--- src/rtl/pc_fetch_unit_pkg.sv ---
// Shared constants and types for the PC fetch unit: address width, branch-class
// func3 encodings and the fetch FSM state encoding.
package pc_fetch_unit_pkg;

    localparam int ADDR_W = 19;

    typedef logic [ADDR_W-1:0] addr_t;

    typedef enum logic [2:0] {
        F3_BEQ  = 3'd0,
        F3_BNE  = 3'd1,
        F3_BLT  = 3'd2,
        F3_BGE  = 3'd3,
        F3_BLTU = 3'd4,
        F3_BGEU = 3'd5,
        F3_CALL = 3'd6,
        F3_RET  = 3'd7
    } func3_t;

    typedef enum logic [1:0] {
        ST_BOOT     = 2'd0,
        ST_FETCH    = 2'd1,
        ST_WAIT_MEM = 2'd2
    } state_t;

    // Calls and returns always redirect; conditional branches only when taken.
    function automatic logic is_redirect(input logic       is_b,
                                         input logic [2:0] f3,
                                         input logic       taken);
        return is_b && (taken || (f3 == F3_CALL) || (f3 == F3_RET));
    endfunction

endpackage

--- src/rtl/pc_fetch_unit_ras.sv ---
// Circular return-address stack: a push while full overwrites the oldest entry,
// a pop while empty is ignored (the caller decides what to fetch instead).
module return_addr_stack
    import pc_fetch_unit_pkg::*;
#(
    parameter int DEPTH = 8
) (
    input  logic              clk,
    input  logic              reset,
    input  logic              push,
    input  logic              pop,
    input  logic [ADDR_W-1:0] push_addr,
    output logic [ADDR_W-1:0] top,
    output logic              empty,
    output logic              full
);

    localparam int PTR_W = (DEPTH > 1) ? $clog2(DEPTH) : 1;
    localparam int CNT_W = PTR_W + 1;
    localparam logic [CNT_W-1:0] CNT_MAX = CNT_W'(DEPTH);

    logic [ADDR_W-1:0] mem [DEPTH];
    logic [PTR_W-1:0]  top_idx;
    logic [PTR_W-1:0]  wr_idx;
    logic [CNT_W-1:0]  count;

    assign wr_idx = top_idx + PTR_W'(1);
    assign empty  = (count == '0);
    assign full   = (count == CNT_MAX);
    assign top    = mem[top_idx];

    always_ff @(posedge clk or posedge reset) begin
        if (reset) begin
            top_idx <= '1;
            count   <= '0;
        end else if (push) begin
            top_idx <= wr_idx;
            if (!full) begin
                count <= count + CNT_W'(1);
            end
        end else if (pop && !empty) begin
            top_idx <= top_idx - PTR_W'(1);
            count   <= count - CNT_W'(1);
        end
    end

    // Entry storage needs no reset; the count decides what is valid.
    always_ff @(posedge clk) begin
        if (push) begin
            mem[wr_idx] <= push_addr;
        end
    end

endmodule

--- src/rtl/pc_fetch_unit.sv ---
// Instruction fetch front end: PC register, fetch handshake FSM, branch/call/ret
// redirects with a one-cycle flush, and a return-address stack for returns.
//
// state    | meaning
// ---------+---------------------------------------------------------------
// BOOT     | one idle cycle after reset, no fetch request
// FETCH    | request at PC; advance on accept, redirect on branch/call/ret
// WAIT_MEM | request held at PC until instruction memory is ready
module pc_fetch_unit
    import pc_fetch_unit_pkg::*;
#(
    parameter addr_t RESET_PC  = '0,
    parameter int    RAS_DEPTH = 8
) (
    input  logic              clk,
    input  logic              reset,
    input  logic              is_b_type_i,
    input  logic [2:0]        func3_i,
    input  logic              branch_taken_i,
    input  logic [ADDR_W-1:0] target_i,
    input  logic              stall_i,
    input  logic              imem_ready_i,
    output logic              imem_req_o,
    output logic [ADDR_W-1:0] imem_addr_o,
    output logic [ADDR_W-1:0] pc_o,
    output logic              pc_valid_o,
    output logic              flush_o,
    output logic              ras_ovf_o,
    output logic              ras_unf_o
);

    state_t            state;
    state_t            state_nxt;
    logic [ADDR_W-1:0] pc;
    logic [ADDR_W-1:0] pc_nxt;
    logic [ADDR_W-1:0] pc_out_nxt;
    logic              valid_nxt;
    logic              flush_nxt;
    logic              unf_nxt;

    logic              active;
    logic              redirect;
    logic              is_call;
    logic              is_ret;
    logic [ADDR_W-1:0] redirect_pc;

    logic              ras_push;
    logic              ras_pop;
    logic [ADDR_W-1:0] ras_top;
    logic              ras_empty;
    logic              ras_full;
    logic [ADDR_W-1:0] ret_addr;

    assign active      = (state != ST_BOOT);
    assign redirect    = active && is_redirect(is_b_type_i, func3_i, branch_taken_i);
    assign is_call     = redirect && (func3_i == F3_CALL);
    assign is_ret      = redirect && (func3_i == F3_RET);
    assign ras_push    = is_call;
    assign ras_pop     = is_ret && !ras_empty;
    assign ret_addr    = pc_o + ADDR_W'(1);

    // An underflowing return has nowhere sensible to go, so restart from reset.
    assign redirect_pc = !is_ret   ? target_i :
                         ras_empty ? RESET_PC : ras_top;

    assign imem_req_o  = active && !stall_i;
    assign imem_addr_o = pc;

    return_addr_stack #(
        .DEPTH(RAS_DEPTH)
    ) u_ras (
        .clk      (clk),
        .reset    (reset),
        .push     (ras_push),
        .pop      (ras_pop),
        .push_addr(ret_addr),
        .top      (ras_top),
        .empty    (ras_empty),
        .full     (ras_full)
    );

    always_ff @(posedge clk or posedge reset) begin
        if (reset) begin
            state <= ST_BOOT;
        end else begin
            state <= state_nxt;
        end
    end

    always_comb begin
        state_nxt  = state;
        pc_nxt     = pc;
        pc_out_nxt = pc_o;
        valid_nxt  = pc_valid_o;
        flush_nxt  = 1'b0;
        unf_nxt    = 1'b0;
        case (state)
            ST_BOOT: begin
                state_nxt = ST_FETCH;
                valid_nxt = 1'b0;
            end
            ST_FETCH, ST_WAIT_MEM: begin
                if (redirect) begin
                    // Redirect beats stall and ready: the in-flight fetch is dropped.
                    state_nxt = ST_FETCH;
                    pc_nxt    = redirect_pc;
                    valid_nxt = 1'b0;
                    flush_nxt = 1'b1;
                    unf_nxt   = is_ret && ras_empty;
                end else if (!stall_i) begin
                    if (imem_ready_i) begin
                        state_nxt  = ST_FETCH;
                        pc_out_nxt = pc;
                        valid_nxt  = 1'b1;
                        pc_nxt     = pc + ADDR_W'(1);
                    end else begin
                        state_nxt = ST_WAIT_MEM;
                        valid_nxt = 1'b0;
                    end
                end
            end
            default: begin
                state_nxt = ST_BOOT;
                valid_nxt = 1'b0;
            end
        endcase
    end

    always_ff @(posedge clk or posedge reset) begin
        if (reset) begin
            pc         <= RESET_PC;
            pc_o       <= RESET_PC;
            pc_valid_o <= 1'b0;
            flush_o    <= 1'b0;
            ras_unf_o  <= 1'b0;
            ras_ovf_o  <= 1'b0;
        end else begin
            pc         <= pc_nxt;
            pc_o       <= pc_out_nxt;
            pc_valid_o <= valid_nxt;
            flush_o    <= flush_nxt;
            ras_unf_o  <= unf_nxt;
            ras_ovf_o  <= ras_ovf_o | (ras_push & ras_full);
        end
    end

endmodule

--- config.mk ---
export PLATFORM = sky130hd
export DESIGN_NAME = pc_fetch_unit
export DESIGN_NICKNAME = d
export VERILOG_FILES = /design/src/rtl/pc_fetch_unit_pkg.sv /design/src/rtl/pc_fetch_unit_ras.sv /design/src/rtl/pc_fetch_unit.sv
export SDC_FILE = /design/constraint.sdc
export NUM_CORES = 1
export LEC_CHECK = 0
export ABC_AREA = 1
export CAP_MARGIN = 20
export CORE_MARGIN = 10
export CORE_UTILIZATION = 56
export CTS_BUF_LIST = sky130_fd_sc_hd__clkbuf_16
export CTS_CLUSTER_SIZE = 28
export DETAILED_ROUTE_END_ITERATION = 7
export PLACE_DENSITY = 0.73
export SYNTH_ARGS = -nofsm -noshare
export SYNTH_HDL_FRONTEND = slang
export SYNTH_SLANG_ARGS = --single-unit
export TNS_END_PERCENT = 1
--- constraint.sdc ---
create_clock -name clk -period 8 [get_ports clk]
set_input_delay 1.6 -clock clk [delete_from_list [all_inputs] [get_ports clk]]
set_output_delay 1.6 -clock clk [all_outputs]
set_load 0.005 [all_outputs]
==> out/metrics.yaml, run 1 <==
finClkSkew_ns: 0.00816
crit_type: "input port to output pin"
drc: 0
std_cell_rows: 47
ant_nets: 0
io_buffers: 70
cellPowerDensity_nw_per_um2: 348
fillers: 1339
cts_sinks: 203
worstMarginPinSlew_ns: 1.06
start_util_pct: 57.6
die_area_sq_um: 22800
drt_first_pass_iters: 5
cp_slowest_stage_delay_ns: 0.52
root_buffer: "clkbuf_16"
grt_max_degree: 89
antenna_found_initial: 0
diodes: 0
clk_pin_slew_ns: 0.06
gr-total-overflow: 0
fin_ws_ns: 3.74
drtIter0Drc: 574
min_period_over_period_pct: 53.3
fin_nets: 1096
cts_setup_buffers: 0
syn_area_sq_um: 9620
crit_path_end_kind: "output pin"
grt_busiest_layer: "met2"
finalMaxSlewViolations: 0
drive_gt1_share_pct: 7.74
place_hpwl_um: 14800
post_cts_resized: 0
vdd_drop_max_v: 0.000236
areaGrowthSynthToFinish_pct: 15.0
grt_pass1_vias: 6751
vias: 6969
core_area_sq_um: 16700
max-cap-violations: 0
ctsHoldBuffers: 0
clock_latency_ns: 0.50
hp-class: "flop to flop"
use_met2_pct: 33.5
synth_edf_count: 152
wl_per_cell_um: 17.6
cp-start-kind: "input port"
seq_area_sq_um: 5840
tritoncts: "built"
final_util_pct: 66.2
ys_warn_count: 0
syn_inst: 1002
synth_cell_types: 39
cpMostUsedCell: "clkdlybuf4s50_1"
path_max_fanout: 3
status: "finished, final reports clean"
post-place-ws_ns: 3.73
routed_via_density: 5.39
setup_viol: 0
slowest_stage: "clkdlybuf4s50_1"
worst_ep_arrival_time_ns: 2.66
p_leak_nw: 4.53
totalWireLength_um: 22700
hold_viol: 0
hold_ws_ns: 0.486
grt_pass1_wl_um: 35400
grtUsageMet1_pct: 24.3
path_cells: "clkdlybuf4s50_1 > nor2_1 > clkdlybuf4s50_1"
clk_path_buf_depth: 3
ys_async_sr_fraction_pct: 25.1
gp_congestion: 0.922
grt_util_met3_pct: 3.28
synth.avg_cell_area_sq_um: 9.60
timing.fmax_mhz: 235
pin_count: 71
setup-tns-final_ns: 0
multi_input_area_sq_um: 3160
die_w_um: 151
synth_nets: 1038
cts_max_level: 1
synth-main-ff-cell: "edfxtp_1"
numCtsBuffers: 21
grtUsageTotal_pct: 19.6
die_h_um: 151
required_ns: 6.40
synth-seq-cells: 203
slew_headroom_pct: 29.5
grt_setup_unrepaired: "false"
ys_seq_area_share_pct: 60.8
min_period_ns: 4.26
-- critical path, delay by kind of cell --
family / cells / cell delay, ns
simple gates: 1 / 0.10
buf+inv: 2 / 0.96
-- per-stage QoR --
step	instances	area, sq um	total power, mW
final	1292	11100	3.85
after global routing	1292	11100	4.09
after CTS	1290	11000	3.87
after detailed placement	1255	10400	2.96
after global placement	1255	10400	2.93
after floorplan	1002	9620	2.46
-- cell usage after synthesis (2+ instances only) --
| library cell | n | area [sq um] |
|---|---|---|
| a21oi_1 | 18 | 90.1 |
| a31oi_1 | 2 | 12.5 |
| buf_2 | 25 | 125 |
| buf_4 | 3 | 22.5 |
| buf_6 | 3 | 33.8 |
| clkbuf_1 | 9 | 33.8 |
| clkbuf_8 | 2 | 27.5 |
| dfrtp_1 | 48 | 1200 |
| dfstp_2 | 3 | 78.8 |
| edfxtp_1 | 152 | 4560 |
| ha_1 | 8 | 100 |
| inv_1 | 98 | 368 |
| inv_2 | 5 | 18.8 |
| mux2_2 | 4 | 45.0 |
| nand2_1 | 276 | 1040 |
| nand2_2 | 7 | 43.8 |
| nand3_1 | 100 | 500 |
| nand3_2 | 2 | 20.0 |
| nand3b_1 | 3 | 22.5 |
| nand4_1 | 6 | 37.5 |
| nor2_1 | 101 | 379 |
| nor2_2 | 2 | 12.5 |
| nor2_4 | 7 | 78.8 |
| nor3_1 | 2 | 10.0 |
| o211ai_1 | 16 | 120 |
| o21ai_0 | 53 | 265 |
| o21ai_1 | 11 | 55.1 |
| or2_2 | 2 | 12.5 |
| xnor2_1 | 10 | 87.6 |
| xor2_1 | 15 | 131 |
-- sequential cells by signal (all words and copies together) (netlist names) --
| signal | flops |
|---|---|
| imem_addr_o | 19 |
| u_ras.count | 4 |
| flush_o | 1 |
| ras_ovf_o | 1 |
| pc_valid_o | 1 |
| u_ras.mem | 152 |
| ras_unf_o | 1 |
| u_ras.top_idx | 3 |
| pc_o | 19 |
| state | 2 |
-- routing by layer --
metal	part of all wire [%]	wire length (um)	vias up
li1	-	-	3420
met1	41	9300	3280
met2	50	11300	215
met3	5.8	1310	54
met4	3.6	818	0
met5	0	0	-
-- cell type report --
| cell class | instances | area share, % |
|---|---|---|
| timing repair buffer | 78 | 6.95 |
| multi-input combinational | 653 | 28.6 |
| inverter | 103 | 3.50 |
| tap | 220 | 2.49 |
| clock buffer | 21 | 4.75 |
| sequential | 203 | 52.9 |
| clock inverter | 14 | 0.894 |
-- logic make-up after synthesis --
logic type,count (synthesis),synth area share [%]
buffers and inverters,146,6.58
muxes,4,0.468
and+or+nand+nor,514,23.1
DFF,203,60.8
adders and majority gates,8,1.04
xor gates and xnor gates,25,2.28
AOI/OAI and AO/OA,102,5.79
-- cells in the final DEF, fill, tap and decap left out, types with 2 or more instances in the layout --
| master | instances |
|---|---|
| mux2_2 | 4 |
| nand2_1 | 276 |
| ha_1 | 8 |
| nand3_2 | 2 |
| nand3b_1 | 3 |
| buf_6 | 2 |
| edfxtp_1 | 152 |
| nor2_2 | 10 |
| o211ai_1 | 16 |
| xor2_1 | 15 |
| nor2_1 | 93 |
| a21oi_1 | 18 |
| clkbuf_16 | 21 |
| a31oi_1 | 2 |
| dfstp_2 | 3 |
| inv_1 | 98 |
| buf_4 | 6 |
| nand3_1 | 100 |
| clkinv_2 | 5 |
| dfrtp_1 | 48 |
| o21ai_1 | 11 |
| or2_2 | 2 |
| clkinv_1 | 4 |
| nor2_4 | 7 |
| xnor2_1 | 10 |
| inv_2 | 6 |
| o21ai_0 | 53 |
| nor3_1 | 2 |
| nand4_1 | 6 |
| clkdlybuf4s50_1 | 70 |
| nand2_2 | 7 |
-- final timing paths --
kind	start	end	slack, ns	cells past startpoint
min in group asynchronous	reset	pc_o[5]$_DFFE_PP0P_	1.61	3
max reg2reg	u_ras.top_idx[0]$_DFFE_PP1P_	u_ras.mem[1][3]$_DFFE_PP_	4.49	7
min reg2reg	ras_ovf_o$_DFF_PP0_	ras_ovf_o$_DFF_PP0_	0.49	1
max in group asynchronous	reset	ras_ovf_o$_DFF_PP0_	5.92	3
min	ras_ovf_o$_DFF_PP0_	ras_ovf_o$_DFF_PP0_	0.49	1
max	stall_i	imem_req_o	3.74	3
-- report_power, final --
group | switching [mW] | internal (mW) | total [mW]
Combinational | 0.885 | 0.502 | 1.39
Clock | 0.396 | 0.510 | 0.906
Sequential | 0.183 | 1.37 | 1.56
Total | 1.46 | 2.39 | 3.85
Power figures use the tool's default switching activity.
==> run 2, diff against run 1 <==
--- a/config.mk
+++ b/config.mk
@@ -8,11 +8,11 @@
 export ABC_AREA = 1
 export CAP_MARGIN = 20
 export CORE_MARGIN = 10
-export CORE_UTILIZATION = 56
+export CORE_UTILIZATION = 53
 export CTS_BUF_LIST = sky130_fd_sc_hd__clkbuf_16
 export CTS_CLUSTER_SIZE = 28
 export DETAILED_ROUTE_END_ITERATION = 7
-export PLACE_DENSITY = 0.73
+export PLACE_DENSITY = 0.72
 export SYNTH_ARGS = -nofsm -noshare
 export SYNTH_HDL_FRONTEND = slang
 export SYNTH_SLANG_ARGS = --single-unit
==> constraint.sdc (replaced) <==
create_clock -name clk -period 3.6 [get_ports clk]
set_input_delay 0.72 -clock clk [delete_from_list [all_inputs] [get_ports clk]]
set_output_delay 0.72 -clock clk [all_outputs]
set_load 0.005 [all_outputs]
==> out/metrics.yaml, run 2 (synthesis results as in run 1) <==
grt_pass1_vias: 6951
cellPowerDensity_nw_per_um2: 763
cts_setup_buffers: 0
tritoncts: "built"
post-route-cell-area_sq_um: 11200
grt_max_degree: 70
drive_gt1_share_pct: 9.02
p_int_mw: 5.30
pwr-share-comb_pct: 35.4
p_leak_nw: 4.63
drt_first_pass_iters: 5
diodes: 0
slew_headroom_pct: 40.6
totalWireLength_um: 23700
grt_pass1_wl_um: 37400
finalMaxSlewViolations: 0
place_area_sq_um: 10600
grt_busiest_layer: "met2"
final_common_cell: "nand2_1"
dp_cells: 1281
top_register: "u_ras.mem"
finalNonFillerCells: 1316
grtUsageMet1_pct: 25.7
required_ns: 3.81
io_buffers: 70
wl_per_cell_um: 18.0
core_area_sq_um: 17900
clock_latency_ns: 0.51
start_util_pct: 53.7
seqPwrFrac_pct: 41.1
min_period_ns: 2.61
cp-start-kind: "flop"
root_buffer: "clkbuf_16"
crit_path_end_kind: "flop"
setup-tns-final_ns: 0
path_max_fanout: 52
drc: 0
die_w_um: 155
hp-class: "flop to flop"
cts_sinks: 203
worst_ep_arrival_time_ns: 2.82
routed_via_density: 5.40
antenna_found_initial: 0
worstMarginPinSlew_ns: 0.890
vdd_drop_max_v: 0.000629
post_cts_resized: 0
drtIter0Drc: 679
grtUsageTotal_pct: 19.3
use_met2_pct: 31.5
die_area_sq_um: 23900
pin_count: 71
status: "finished, final reports clean"
std_cell_rows: 49
swShare_pct: 38.1
numCtsBuffers: 22
mostFrequentLayoutCells: "nand2_1 (276), edfxtp_1 (152), nand3_1 (100)"
gp_congestion: 0.927
die_h_um: 155
ctsHoldBuffers: 0
clk_pin_slew_ns: 0.06
min_period_over_period_pct: 72.6
hold_viol: 0
clk_path_buf_depth: 3
power.switching_mw: 3.26
cts_max_level: 1
clkPwrFrac_pct: 23.4
finClkSkew_ns: 0.0169
largest_reg_flops: 152
gr-total-overflow: 0
setup_viol: 0
grt_util_met3_pct: 3.13
crit_type: "flop to flop"
ant_nets: 0
fillers: 1431
timing.fmax_mhz: 383
vias: 7107
areaGrowthSynthToFinish_pct: 16.7
place_hpwl_um: 15600
max-cap-violations: 0
fin_nets: 1112
grt_setup_unrepaired: "false"
run 2: cell count changes in the layout (fill, tap and decap cells not counted), sizes merged:
| cell | before | now |
|---|---|---|
| clkinv | 10 | 9 |
| inv | 105 | 106 |
| buf | 8 | 23 |
| bufinv | 1 | 0 |
| clkbuf | 21 | 22 |
run 2: metrics by stage:
stage / total power, mW / hold slack (ns) / worst slack, ns / utilization (%)
detailed placement: 6.59 / 0.480 / 0.816 / 59.2
CTS: 8.61 / 0.496 / 0.961 / 62.7
global route: 9.09 / 0.534 / 0.816 / 62.7
finish: 8.56 / 0.494 / 0.987 / 62.7
global placement: 6.51 / 0.479 / 0.873 / 59.2
floorplan: 5.47 / 0.468 / 1.01 / -
run 2: path summary, 6_finish.rpt:
check	start	to	slack, ns	cells past startpoint
worst max-delay path	u_ras.top_idx[1]$_DFFE_PP1P_	u_ras.mem[6][9]$_DFFE_PP_	0.99	7
worst max register to register	u_ras.top_idx[1]$_DFFE_PP1P_	u_ras.mem[6][9]$_DFFE_PP_	0.99	7
worst min register to register	ras_ovf_o$_DFF_PP0_	ras_ovf_o$_DFF_PP0_	0.49	1
min in group asynchronous	reset	imem_addr_o[7]$_DFFE_PP0P_	0.71	2
worst min-delay path	ras_ovf_o$_DFF_PP0_	ras_ovf_o$_DFF_PP0_	0.49	1
max in group asynchronous	reset	imem_addr_o[1]$_DFFE_PP0P_	2.26	3
run 2: power by group through the flow:
stage          sequential (mW)  combinational (mW)  clock (mW)
6_report                  3.52                3.04        2.01
5_1_grt                   3.57                3.41        2.11
4_1_cts                   3.52                3.05        2.04
3_5_place_dp              3.56                3.03           0
3_3_place_gp              3.56                2.96           0
2_1_floorplan             3.37                2.10           0
run 2: layer usage:
layer,wire length (um),share of wire [%]
met1,10100,43
met3,1540,6.5
met4,631,2.7
met5,0,0
met2,11500,48
run 2: final cells by class:
class,instances,area (sq um),share of cell area (%)
Inverter,103,387,3.44
Timing Repair Buffer,93,923,8.22
Clock inverter,13,76.3,0.680
Sequential cell,203,5840,52.1
Multi-Input combinational cell,653,3160,28.1
Tap cell,229,287,2.55
Clock buffer,22,551,4.90
run 2: worst max-delay path, cell delays in order, from the launching register on:
cell     delay (ns)
dfstp_2        0.54
buf_4          0.52
ha_1           0.28
xnor2_1        0.10
inv_1          0.13
nand2_1        0.10
nor2_2         0.38
buf_4          0.26
==> run 3, diff against run 2 <==
==> constraint.sdc (replaced) <==
create_clock -name clk -period 2.4 [get_ports clk]
set_input_delay 0.48 -clock clk [delete_from_list [all_inputs] [get_ports clk]]
set_output_delay 0.48 -clock clk [all_outputs]
set_load 0.005 [all_outputs]
==> out/metrics.yaml, run 3 (synthesis results as in run 1) <==
path_cells: "ha_1 > nand3_2 > nor2_4 > nand4_2 > nor2_1 > nand3b_1 > xnor2_1"
clock_latency_ns: 0.50
r2r-start: "pc_o[1]$_DFFE_PP0P_"
die_area_sq_um: 23900
seq_area_sq_um: 5840
grt_max_degree: 50
wl_per_cell_um: 17.5
largest_reg_flops: 152
path_delay_family: "simple AND/OR/NAND/NOR gates"
setup_viol: 0
cp_slowest_stage_delay_ns: 0.64
cts_sinks: 203
multi_input_area_sq_um: 3160
cp.buffers_inverters: 0
diodes: 0
finalMaxSlewViolations: 0
clk_path_buf_depth: 3
hp-class: "input port to async pin"
die_w_um: 155
gr-total-overflow: 0
post-route-cell-area_sq_um: 11600
max-cap-violations: 0
drtIter0Drc: 573
r2r_cells: 7
post_cts_resized: 0
start_util_pct: 53.7
status: "finished, final reports clean"
fillers: 1408
min_period_over_period_pct: 95.0
cts_setup_buffers: 0
root_buffer: "clkbuf_16"
path_max_fanout: 8
rrSetupSlack_ns: 0.12
routed_via_density: 5.40
finClkSkew_ns: 0.0110
mostFrequentLayoutCells: "nand2_1 (276), edfxtp_1 (152), nand3_1 (100)"
numCtsBuffers: 22
reg2reg_to: "u_ras.mem[1][16]$_DFFE_PP_"
io_buffers: 70
pin_count: 71
slew_headroom_pct: 46.6
areaGrowthSynthToFinish_pct: 21.1
cts_max_level: 1
power_mw: 13.7
p_leak_nw: 4.84
vias: 7271
top_register: "u_ras.mem"
cellPowerDensity_nw_per_um2: 1180
post-place-ws_ns: 0.0476
required_ns: 2.58
die_h_um: 155
ctsHoldBuffers: 0
hold_viol: 0
final_common_cell: "nand2_1"
drt_first_pass_iters: 5
core_area_sq_um: 17900
worst_ep_arrival_time_ns: 2.46
worstMarginPinSlew_ns: 0.795
tritoncts: "built"
crit_path_end_kind: "flop"
vdd_drop_max_v: 0.00109
antenna_found_initial: 0
place_hpwl_um: 15900
gp_congestion: 0.929
totalWireLength_um: 23600
timing.fmax_mhz: 438
std_cell_rows: 49
grt_pass1_vias: 7156
cp-start-kind: "flop"
grt_setup_unrepaired: "false"
min_period_ns: 2.28
grt_pass1_wl_um: 37700
drive_gt1_share_pct: 11.6
place_area_sq_um: 10900
clk_pin_slew_ns: 0.07
crit_type: "flop to flop"
fin_nets: 1138
drc: 0
slowest_stage: "xnor2_1"
grtUsageTotal_pct: 19.5
fin_ws_ns: 0.119
ant_nets: 0
setup-tns-final_ns: 0
## run 3: cell count changes in the layout (fill, tap and decap cells not counted)
cell / previous run / this run
buf_12: 4 / 11
buf_4: 19 / 38
bufinv_16: 0 / 4
clkbuf_16: 22 / 23
clkinv_1: 3 / 1
clkinv_2: 5 / 6
clkinv_8: 1 / 0
clkinvlp_2: 0 / 1
## run 3: cell type report
| class | instances | share of cell area [%] |
|---|---|---|
| sequential | 203 | 50.2 |
| multi-input combinational | 653 | 27.1 |
| timing repair buffer | 119 | 10.4 |
| clock buffer | 23 | 4.94 |
| inverter | 103 | 3.32 |
| tap | 229 | 2.46 |
| clock inverter | 16 | 1.57 |
## run 3: how the worst max path moves through the flow
stage	startpoint	endpoint	slack, ns	depth (start not counted)
2_1_floorplan	u_ras.top_idx[1]$_DFFE_PP1P_	u_ras.mem[1][0]$_DFFE_PP_	-0.19	7
3_3_place_gp	func3_i[2]	u_ras.mem[4][5]$_DFFE_PP_	0.07	8
3_5_place_dp	func3_i[2]	u_ras.mem[3][4]$_DFFE_PP_	0.05	8
4_1_cts	state[0]$_DFFE_PP0P_	imem_req_o	0.11	4
5_1_grt	pc_o[1]$_DFFE_PP0P_	u_ras.mem[2][16]$_DFFE_PP_	0.07	7
6_report	pc_o[1]$_DFFE_PP0P_	u_ras.mem[1][16]$_DFFE_PP_	0.12	7
## run 3: routing by layer
layer  global-route usage [%]  up-vias  wire length, um
met3                     3.99       57             1680
met4                     7.38        0              823
met5                        0        -                0
li1                         -     3513                -
met1                     24.6     3446             9720
met2                     32.3      255            11400
## run 3: stage by stage
step                      util [%]  instances  hold slack (ns)
after floorplan                  -       1002            0.468
after global placement        60.8       1307            0.458
after detailed placement      60.8       1307            0.467
after CTS                     65.0       1346            0.146
after global routing          65.0       1346            0.154
final                         65.0       1346            0.154
## run 3: report_power, final
group          internal [mW]  switching (mW)  total [mW]
registers               4.58           0.518        5.10
logic                   1.95            3.18        5.13
clock network           2.17            1.35        3.52
